File: src/rtl/inst_fetch_ctrl_if.sv
// Fetch-side bus bundle: instruction ROM request/response, redirect input and
// the valid/ready instruction output towards decode.
interface inst_fetch_ctrl_if;
  logic        Mem_Req;
  logic [31:0] Mem_Addr;
  logic [31:0] Mem_Rdata;
  logic        Redir_Valid;
  logic [31:0] Redir_PC;
  logic        Inst_Valid;
  logic        Inst_Ready;
  logic [31:0] Inst_Code;
  logic [31:0] Inst_PC;
  logic [31:0] PC;

  modport master (
    output Mem_Req, Mem_Addr, Inst_Valid, Inst_Code, Inst_PC, PC,
    input  Mem_Rdata, Redir_Valid, Redir_PC, Inst_Ready
  );

  modport slave (
    input  Mem_Req, Mem_Addr, Inst_Valid, Inst_Code, Inst_PC, PC,
    output Mem_Rdata, Redir_Valid, Redir_PC, Inst_Ready
  );
endinterface

File: src/rtl/inst_fetch_ctrl.sv
// Instruction-fetch sequencer: one ROM read per instruction, captured word held
// for decode under valid/ready, with branch/jump redirects squashing in-flight reads.
module inst_fetch_ctrl #(
  parameter logic [31:0] RESET_PC = 32'h0000_0000,
  parameter int unsigned MEM_LAT  = 1
) (
  input  logic Clk,
  input  logic Rst,
  inst_fetch_ctrl_if.master bus
);

  typedef enum logic [1:0] {IDLE, REQ, WAIT, HOLD} state_e;

  localparam logic [2:0] LAT = 3'(MEM_LAT);

  state_e      state_q;
  logic [31:0] pc_q;
  logic [31:0] code_q;
  logic [31:0] inst_pc_q;
  logic        valid_q;
  logic        req_q;
  logic        squash_q;
  logic [2:0]  cnt_q;

  logic [31:0] redir_pc_d;
  logic [31:0] pc_inc_d;
  logic        capture_d;

  assign redir_pc_d = bus.Redir_PC & 32'hFFFF_FFFC;
  assign pc_inc_d   = pc_q + 32'd4;
  assign capture_d  = (cnt_q == 3'd1);

  always_ff @(posedge Clk) begin
    if (Rst) begin
      state_q   <= IDLE;
      pc_q      <= RESET_PC;
      code_q    <= 32'h0;
      inst_pc_q <= 32'h0;
      valid_q   <= 1'b0;
      req_q     <= 1'b0;
      squash_q  <= 1'b0;
      cnt_q     <= 3'd0;
    end else begin
      req_q <= 1'b0;
      case (state_q)
        IDLE: begin
          state_q <= REQ;
          req_q   <= 1'b1;
        end
        REQ: begin
          cnt_q   <= LAT;
          state_q <= WAIT;
          // The read has already gone out at the old PC; its response must be dropped.
          if (bus.Redir_Valid) begin
            pc_q     <= redir_pc_d;
            squash_q <= 1'b1;
          end
        end
        WAIT: begin
          cnt_q <= cnt_q - 3'd1;
          if (capture_d) begin
            if (squash_q || bus.Redir_Valid) begin
              squash_q <= 1'b0;
              state_q  <= REQ;
              req_q    <= 1'b1;
              if (bus.Redir_Valid) begin
                pc_q <= redir_pc_d;
              end
            end else begin
              code_q    <= bus.Mem_Rdata;
              inst_pc_q <= pc_q;
              pc_q      <= pc_inc_d;
              valid_q   <= 1'b1;
              state_q   <= HOLD;
            end
          end else if (bus.Redir_Valid) begin
            pc_q     <= redir_pc_d;
            squash_q <= 1'b1;
          end
        end
        HOLD: begin
          // A redirect flushes the held word whether or not decode takes it this cycle.
          if (bus.Redir_Valid) begin
            pc_q    <= redir_pc_d;
            valid_q <= 1'b0;
            state_q <= REQ;
            req_q   <= 1'b1;
          end else if (bus.Inst_Ready) begin
            valid_q <= 1'b0;
            state_q <= REQ;
            req_q   <= 1'b1;
          end
        end
        default: begin
          state_q <= IDLE;
        end
      endcase
    end
  end

  assign bus.Mem_Req    = req_q;
  assign bus.Mem_Addr   = pc_q;
  assign bus.Inst_Valid = valid_q;
  assign bus.Inst_Code  = code_q;
  assign bus.Inst_PC    = inst_pc_q;
  assign bus.PC         = pc_q;

endmodule

File: src/flat_wrapper.sv
// flat-port wrapper written by rule: the top's interface ports become plain ports
module inst_fetch_ctrl_flat 
#(
  parameter logic [31:0] RESET_PC = 32'h0000_0000,
  parameter int unsigned MEM_LAT  = 1
)
  (Clk, Rst, bus_Mem_Req, bus_Mem_Addr, bus_Inst_Valid, bus_Inst_Code, bus_Inst_PC, bus_PC, bus_Mem_Rdata, bus_Redir_Valid, bus_Redir_PC, bus_Inst_Ready);
  inst_fetch_ctrl_if bus_i ();
  input  logic Clk;
  input  logic Rst;
  output wire logic [$bits(bus_i.Mem_Req)-1:0] bus_Mem_Req;
  output wire logic [$bits(bus_i.Mem_Addr)-1:0] bus_Mem_Addr;
  output wire logic [$bits(bus_i.Inst_Valid)-1:0] bus_Inst_Valid;
  output wire logic [$bits(bus_i.Inst_Code)-1:0] bus_Inst_Code;
  output wire logic [$bits(bus_i.Inst_PC)-1:0] bus_Inst_PC;
  output wire logic [$bits(bus_i.PC)-1:0] bus_PC;
  input wire logic [$bits(bus_i.Mem_Rdata)-1:0] bus_Mem_Rdata;
  input wire logic [$bits(bus_i.Redir_Valid)-1:0] bus_Redir_Valid;
  input wire logic [$bits(bus_i.Redir_PC)-1:0] bus_Redir_PC;
  input wire logic [$bits(bus_i.Inst_Ready)-1:0] bus_Inst_Ready;
  assign bus_Mem_Req = bus_i.Mem_Req;
  assign bus_Mem_Addr = bus_i.Mem_Addr;
  assign bus_Inst_Valid = bus_i.Inst_Valid;
  assign bus_Inst_Code = bus_i.Inst_Code;
  assign bus_Inst_PC = bus_i.Inst_PC;
  assign bus_PC = bus_i.PC;
  assign bus_i.Mem_Rdata = bus_Mem_Rdata;
  assign bus_i.Redir_Valid = bus_Redir_Valid;
  assign bus_i.Redir_PC = bus_Redir_PC;
  assign bus_i.Inst_Ready = bus_Inst_Ready;
  inst_fetch_ctrl #(.RESET_PC(RESET_PC), .MEM_LAT(MEM_LAT)) u_core (.Clk(Clk), .Rst(Rst), .bus(bus_i));
endmodule
File: config.mk
export PLATFORM = sky130hd
export DESIGN_NAME = inst_fetch_ctrl_flat
export DESIGN_NICKNAME = d
export VERILOG_FILES = /design/src/rtl/inst_fetch_ctrl_if.sv /design/src/rtl/inst_fetch_ctrl.sv /design/src/flat_wrapper.sv
export SDC_FILE = /design/constraint.sdc
export NUM_CORES = 1
export LEC_CHECK = 0
export ABC_AREA = 1
export BUFFER_PORTS_ARGS = -buffer_cell sky130_fd_sc_hd__buf_2
export CAP_MARGIN = 0
export CORE_MARGIN = 2
export CORE_UTILIZATION = 35
export CTS_BUF_LIST = sky130_fd_sc_hd__clkbuf_4 sky130_fd_sc_hd__clkbuf_8
export CTS_CLUSTER_SIZE = 28
export DETAILED_ROUTE_END_ITERATION = 10
export GPL_TIMING_DRIVEN = 0
export PLACE_DENSITY = 0.6
export SLEW_MARGIN = 20
export SYNTH_ARGS = -nofsm -noshare
export SYNTH_HDL_FRONTEND = slang
export SYNTH_SLANG_ARGS = --single-unit
File: constraint.sdc
create_clock -name Clk -period 2.1 [get_ports Clk]
set_input_delay 0.21 -clock Clk [delete_from_list [all_inputs] [get_ports Clk]]
set_output_delay 0.21 -clock Clk [all_outputs]
set_load 0.005 [all_outputs]
# [Word-level counts from Yosys, hierarchy flattened]
# Cells that the tools add are included.
[op_classes] add_sub_neg=2 multipliers=0 n_div=0 n_lt_le_gt_ge=0 eq_ne=8 shifts=0 n_mux=24 n_bitwise=1 n_reduce_logical=10
[ops] operator="32-bit 2-to-1 mux" n=3
[ops] operator="32-bit case mux with 2 select lines" n=1
[ops] operator="32-bit by 3-bit adder with 32-bit output (second input constant)" n=1
[ops] operator="1-bit 2-to-1 mux" n=11
[ops] operator="2-bit 2-to-1 mux" n=4
[ops] operator="2-bit case mux with 4 select lines" n=1
[ops] operator="3-bit != test (second input constant)" n=2
[ops] operator="3-bit case mux with 2 select lines" n=1
[ops] operator="2-bit nonzero test" n=3
[ops] operator="2-bit equality test (second input constant)" n=2
[ops] operator="1-bit case mux with 2 select lines" n=2
[ops] operator="2-bit AND reduction" n=2
[ops] operator="4-bit AND reduction" n=1
[ops] operator="3-bit by 1-bit equality test with 1-bit output (second input constant)" n=1
[ops] operator="1-bit case mux with 3 select lines" n=1
[ops] operator="3-bit AND reduction" n=1
[ops] operator="3-bit by 1-bit subtractor with 3-bit output (second input constant)" n=1
[ops] operator="2-bit by 1-bit equality test with 1-bit output (second input constant)" n=1
[ops] operator="2-bit logical NOT" n=1
[ops] operator="2-bit by 1-bit != test with 1-bit output (second input constant)" n=1
[ops] operator="2-bit != test (second input constant)" n=1
[ops] operator="2-bit OR reduction" n=1
[ops] operator="1-bit logical OR" n=1
[ops] operator="1-bit NOT" n=1
[totals] ff_bits=104 latchBits=0 mem_bits_rw=0 mem_bits_ro=0 inputBits=68 output_inout_bits=130 word_cells=53 memories=0

# [Longest topological paths before layout]
[depth] ltp_word=4 ltp_mapped=12 mapped_depth_nobuf=12

# [Least setup slack after synthesis]
# No wires, ideal clock.
[synth_timing] path_type="register to register" startpoint="register u_core.state_q[0]" endpoint="register u_core.code_q[10], in the netlist u_core.bus.Inst_Code[10]" setup_time_ps=116 arrival_time_ps=1551 t_required_ps=1984 setup_slack_ps=434 path_stages_with_launch=10 n_path_buf=2 synth_period_minus_slack_ps=1666 path_cell_list="dfxtp_1 > inv_1 > ha_1 > inv_1 > nor3_4 > inv_2 > buf_2 > buf_2 > nor2_1 > nor2_1"
[synth_between] elab_chain_len=2
[synth_rtl] element="start, declared" line="inst_fetch_ctrl.sv:16" text="state_e state_q;"
[synth_rtl] element="start signal, assigned" line="inst_fetch_ctrl.sv:35" text="state_q <= IDLE;"
[synth_rtl] element="start signal, assigned" line="inst_fetch_ctrl.sv:47" text="state_q <= REQ;"
[synth_rtl] element="start signal, assigned" line="inst_fetch_ctrl.sv:52" text="state_q <= WAIT;"
[synth_rtl] element="2-bit equality test" line="inst_fetch_ctrl.sv:45" text="case (state_q)"
[synth_rtl] element="3-bit AND reduction (no line)"
[synth_rtl] element="end signal, assigned" line="inst_fetch_ctrl.sv:70" text="code_q <= bus.Mem_Rdata;"
[synth_rtl] element="end, declared" line="inst_fetch_ctrl.sv:18" text="logic [31:0] code_q;"
# Every way passes these cells.
# A chain may end at the register's enable or synchronous reset.

# [Final worst setup path]
[layout_timing] startpoint="register u_core.pc_q[11], in the netlist u_core.bus.Mem_Addr[11]" endpoint="register u_core.pc_q[21], in the netlist u_core.bus.Mem_Addr[21]"
[layout_between] elab_chain_len=4
[layout_rtl] element="start, declared" line="inst_fetch_ctrl.sv:17" text="logic [31:0] pc_q;"
[layout_rtl] element="start signal, assigned" line="inst_fetch_ctrl.sv:55" text="pc_q <= redir_pc_d;"
[layout_rtl] element="start signal, assigned" line="inst_fetch_ctrl.sv:67" text="pc_q <= redir_pc_d;"
[layout_rtl] element="start signal, assigned" line="inst_fetch_ctrl.sv:72" text="pc_q <= pc_inc_d;"
[layout_rtl] element="32-bit by 3-bit adder with 32-bit output" line="inst_fetch_ctrl.sv:30" text="assign pc_inc_d = pc_q + 32'd4;"
[layout_rtl] element="32-bit 2-to-1 mux" line="inst_fetch_ctrl.sv:62" text="if (squash_q || bus.Redir_Valid) begin"
[layout_rtl] element="32-bit 2-to-1 mux" line="inst_fetch_ctrl.sv:61" text="if (capture_d) begin"
[layout_rtl] element="32-bit case mux with 2 select lines" line="inst_fetch_ctrl.sv:45"
# Every way passes these cells.

==> out/qor.yml <==
placed_design:
  port-buffer-count: 194
  dpl.hpwl_um: 13500
  gp_congestion: 0.917
  dp.cells: 1147
flow_run:
  maxCapViolCount: 0
timing:
  worst_pin_slew_ns: 0.552
  fin_skew_ns: 0.0124
  max_freq_ghz: 0.518
  setup_violations: 0
  period_minus_slack_ns: 1.93
  drv_slew: 0
  relSlewSlack_pct: 63.2
  period_share_pct: 92.0
  hold_viol: 0
  rsz0062_at_grt: "true"
synth:
  synth_ff_type: "dfxtp_1"
  yosysMostFrequentCell: "nand2_1"
  syn_avg_cell_area_sq_um: 6.86
  synth_warnings: 0
  async_reset_ff_share_pct: 0
  synth_cell_types: 35
  synth_top_family_by_area: "simple AND/OR/NAND/NOR gates"
  yosys.area_share.xor_xnor_pct: 1.16
  synth.top_cell.area_share_pct: 39.5
  synthesis.nets: 845
  syn_area_sq_um: 5270
  synthSimpleGateAreaFrac_pct: 24.2
  ys_seq_area_share_pct: 39.5
  synthMuxAreaShare_pct: 0
  synth_seq_cells: 104
  synth_common_cells: "nand2_1 (128), nor2_1 (120), o21ai_0 (119)"
  synth_area_leaders: "dfxtp_1 (39%), o21ai_0 (11%), nand2_1 (9.1%)"
  synth_top_area_cell: "dfxtp_1"
  synth-compound-area-share_pct: 21.6
  synth-edff-count: 0
  yosys.area_share.adder_pct: 1.90
  synthCells: 769
global_routing:
  grt_usage_pct: 21.9
  grt_start_max_net_pins: 19
  grt_pass1_wl_um: 27700
  use_met1_pct: 29.1
  use_met2_pct: 35.5
  grt_pass1_vias: 5191
  overflow: 0
  gr-usage-met3_pct: 4.89
  busiest_layer: "met2"
  antenna_found_initial: 1
die:
  die-area_sq_um: 16100
  num_io_pins: 198
  dieHeight_um: 127
  std_cell_rows: 44
  die_w_um: 127
  core-area_sq_um: 14600
  initial_core_util_pct: 36.0
worst_setup_path:
  critPathLaunchType: "flip-flop"
  cp-end-kind: "flip-flop"
  critical_path_arrival_ns: 2.26
  path_max_fanout: 10
  setup.worst_path.class: "reg -> reg"
  cp.required_ns: 2.43
routing:
  first_iter_violations: 372
  ant_nets: 0
  wl_per_cell_um: 15.3
  via_count: 5770
  drc: 0
  drt_pre_antenna_iters: 5
  viasPerCell: 4.96
  totalWireLength_um: 17800
power_and_ir_drop:
  p_leak_nw: 3.25
  total_power_mw: 5.38
  p_per_area_nw_per_um2: 794
  peakVddDrop_uv: 429
layout:
  nNetsFinal: 1050
  fin_cells: 1163
  diodes: 0
  areaGrowthSynthToFinish_pct: 28.4
  drive_above_1_share_pct: 29.0
clocking:
  clk_pin_slew_ns: 0.11
  ctsHoldBuffers: 0
  cts_tree: "built"
  clockBufferDepth: 2
  cts_buffers: 9
  h-tree-depth: 3
  cts_num_sinks: 104
  cts-root-buf: "clkbuf_8"
  clk_latency_ns: 0.39
hold_path:
  hp-class: "in -> reg"
outcome:
  status: "completed"
[power breakdown]
part	switching, mW	leakage [nW]	internal, mW	total, mW
Clock	0.782	0.119	0.722	1.50
Combinational	0.807	2.29	0.627	1.43
Sequential	0.295	0.846	2.15	2.44
Total	1.88	3.25	3.49	5.38
[flip-flops by register name, summed over array words and instances (netlist names)]
signal	count
u_core.bus.Mem_Req	1
u_core.state_q	2
u_core.bus.Inst_PC	32
u_core.cnt_q	3
u_core.bus.Inst_Valid	1
u_core.squash_q	1
u_core.bus.Mem_Addr	32
u_core.bus.Inst_Code	32
[metrics by stage]
step	setup TNS (ns)	utilization [%]	setup WS [ns]	hold slack [ns]	area, sq um
3_5_place_dp	-0.0899	44.2	-0.0899	0.439	6470
6_report	0	46.2	0.168	0.0326	6770
2_1_floorplan	0	-	0.434	0.345	5270
3_3_place_gp	-0.0695	44.2	-0.0645	0.432	6470
5_1_grt	-0.0146	46.2	-0.00530	0.0320	6770
4_1_cts	0	46.1	0.0223	0.0179	6750
[kinds of logic after synthesis]
family / count (synthesis)
xor gates and xnor gates: 7
adders and majority gates: 8
buffers and inverters: 128
AOI/OAI and AO/OA: 220
and+or+nand+nor: 302
DFF: 104
[area by class of cell]
type                            count  area [sq um]
Buffer                             70           402
Clock buffer                       10           138
Clock inverter                      6          97.6
Fill cell                        1603          7870
Inverter                           56           213
Multi-Input combinational cell    537          2590
Sequential cell                   104          2090
Tap cell                          184           230
Timing Repair Buffer              196          1010
[placed cells by master (no fill, tap or decap), types with 3 or more instances in the layout]
master	count
or2_2	4
inv_2	4
buf_4	32
clkbuf_2	7
xor2_1	6
a221oi_1	3
a21oi_1	83
o21a_1	4
buf_1	3
nor2_4	3
a31oi_1	3
inv_1	51
nor3_1	7
nor2_1	119
buf_2	202
ha_1	8
nand4_1	7
dfxtp_1	101
nand3_1	20
clkbuf_1	20
dfxtp_2	3
nand2_1	128
nor2_2	6
clkbuf_8	10
o21ai_0	119
[per-layer routing]
| metal | wire, um | part of all wire, % | up-vias |
|---|---|---|---|
| met1 | 8120 | 46 | 2611 |
| met3 | 1430 | 8.0 | 18 |
| met4 | 292 | 1.6 | 2 |
| met2 | 7950 | 45 | 231 |
| met5 | 7 | 0.039 | - |
| li1 | - | - | 2908 |
[worst max-delay path: stages (launching register included)]
cell     delay, ns
dfxtp_1       0.62
nand2_1       0.15
nor2_2        0.21
nand3_1       0.19
nor2_2        0.25
nand2_1       0.10
xor2_1        0.14
nand2_1       0.07
a21oi_1       0.12
[final timing paths]
| kind | from | end | slack, ns | cells past startpoint |
|---|---|---|---|---|
| max | u_core.bus.Mem_Addr[11] | u_core.bus.Mem_Addr[21] | 0.17 | 8 |
| min | bus_Mem_Rdata[29] | u_core.bus.Inst_Code[29] | 0.03 | 3 |
| max reg2reg | u_core.bus.Mem_Addr[11] | u_core.bus.Mem_Addr[21] | 0.17 | 8 |
| min reg2reg | u_core.bus.Mem_Addr[1] | u_core.bus.Mem_Addr[1] | 0.50 | 2 |
[what timing repair did]
action	CTS	global route
endpoints found under the hold margin	0	0
pin swaps	1	0
setup endpoints to repair	9	76
resized for setup	0	23
setup buffers	2	0
Power figures use the tool's default switching activity.
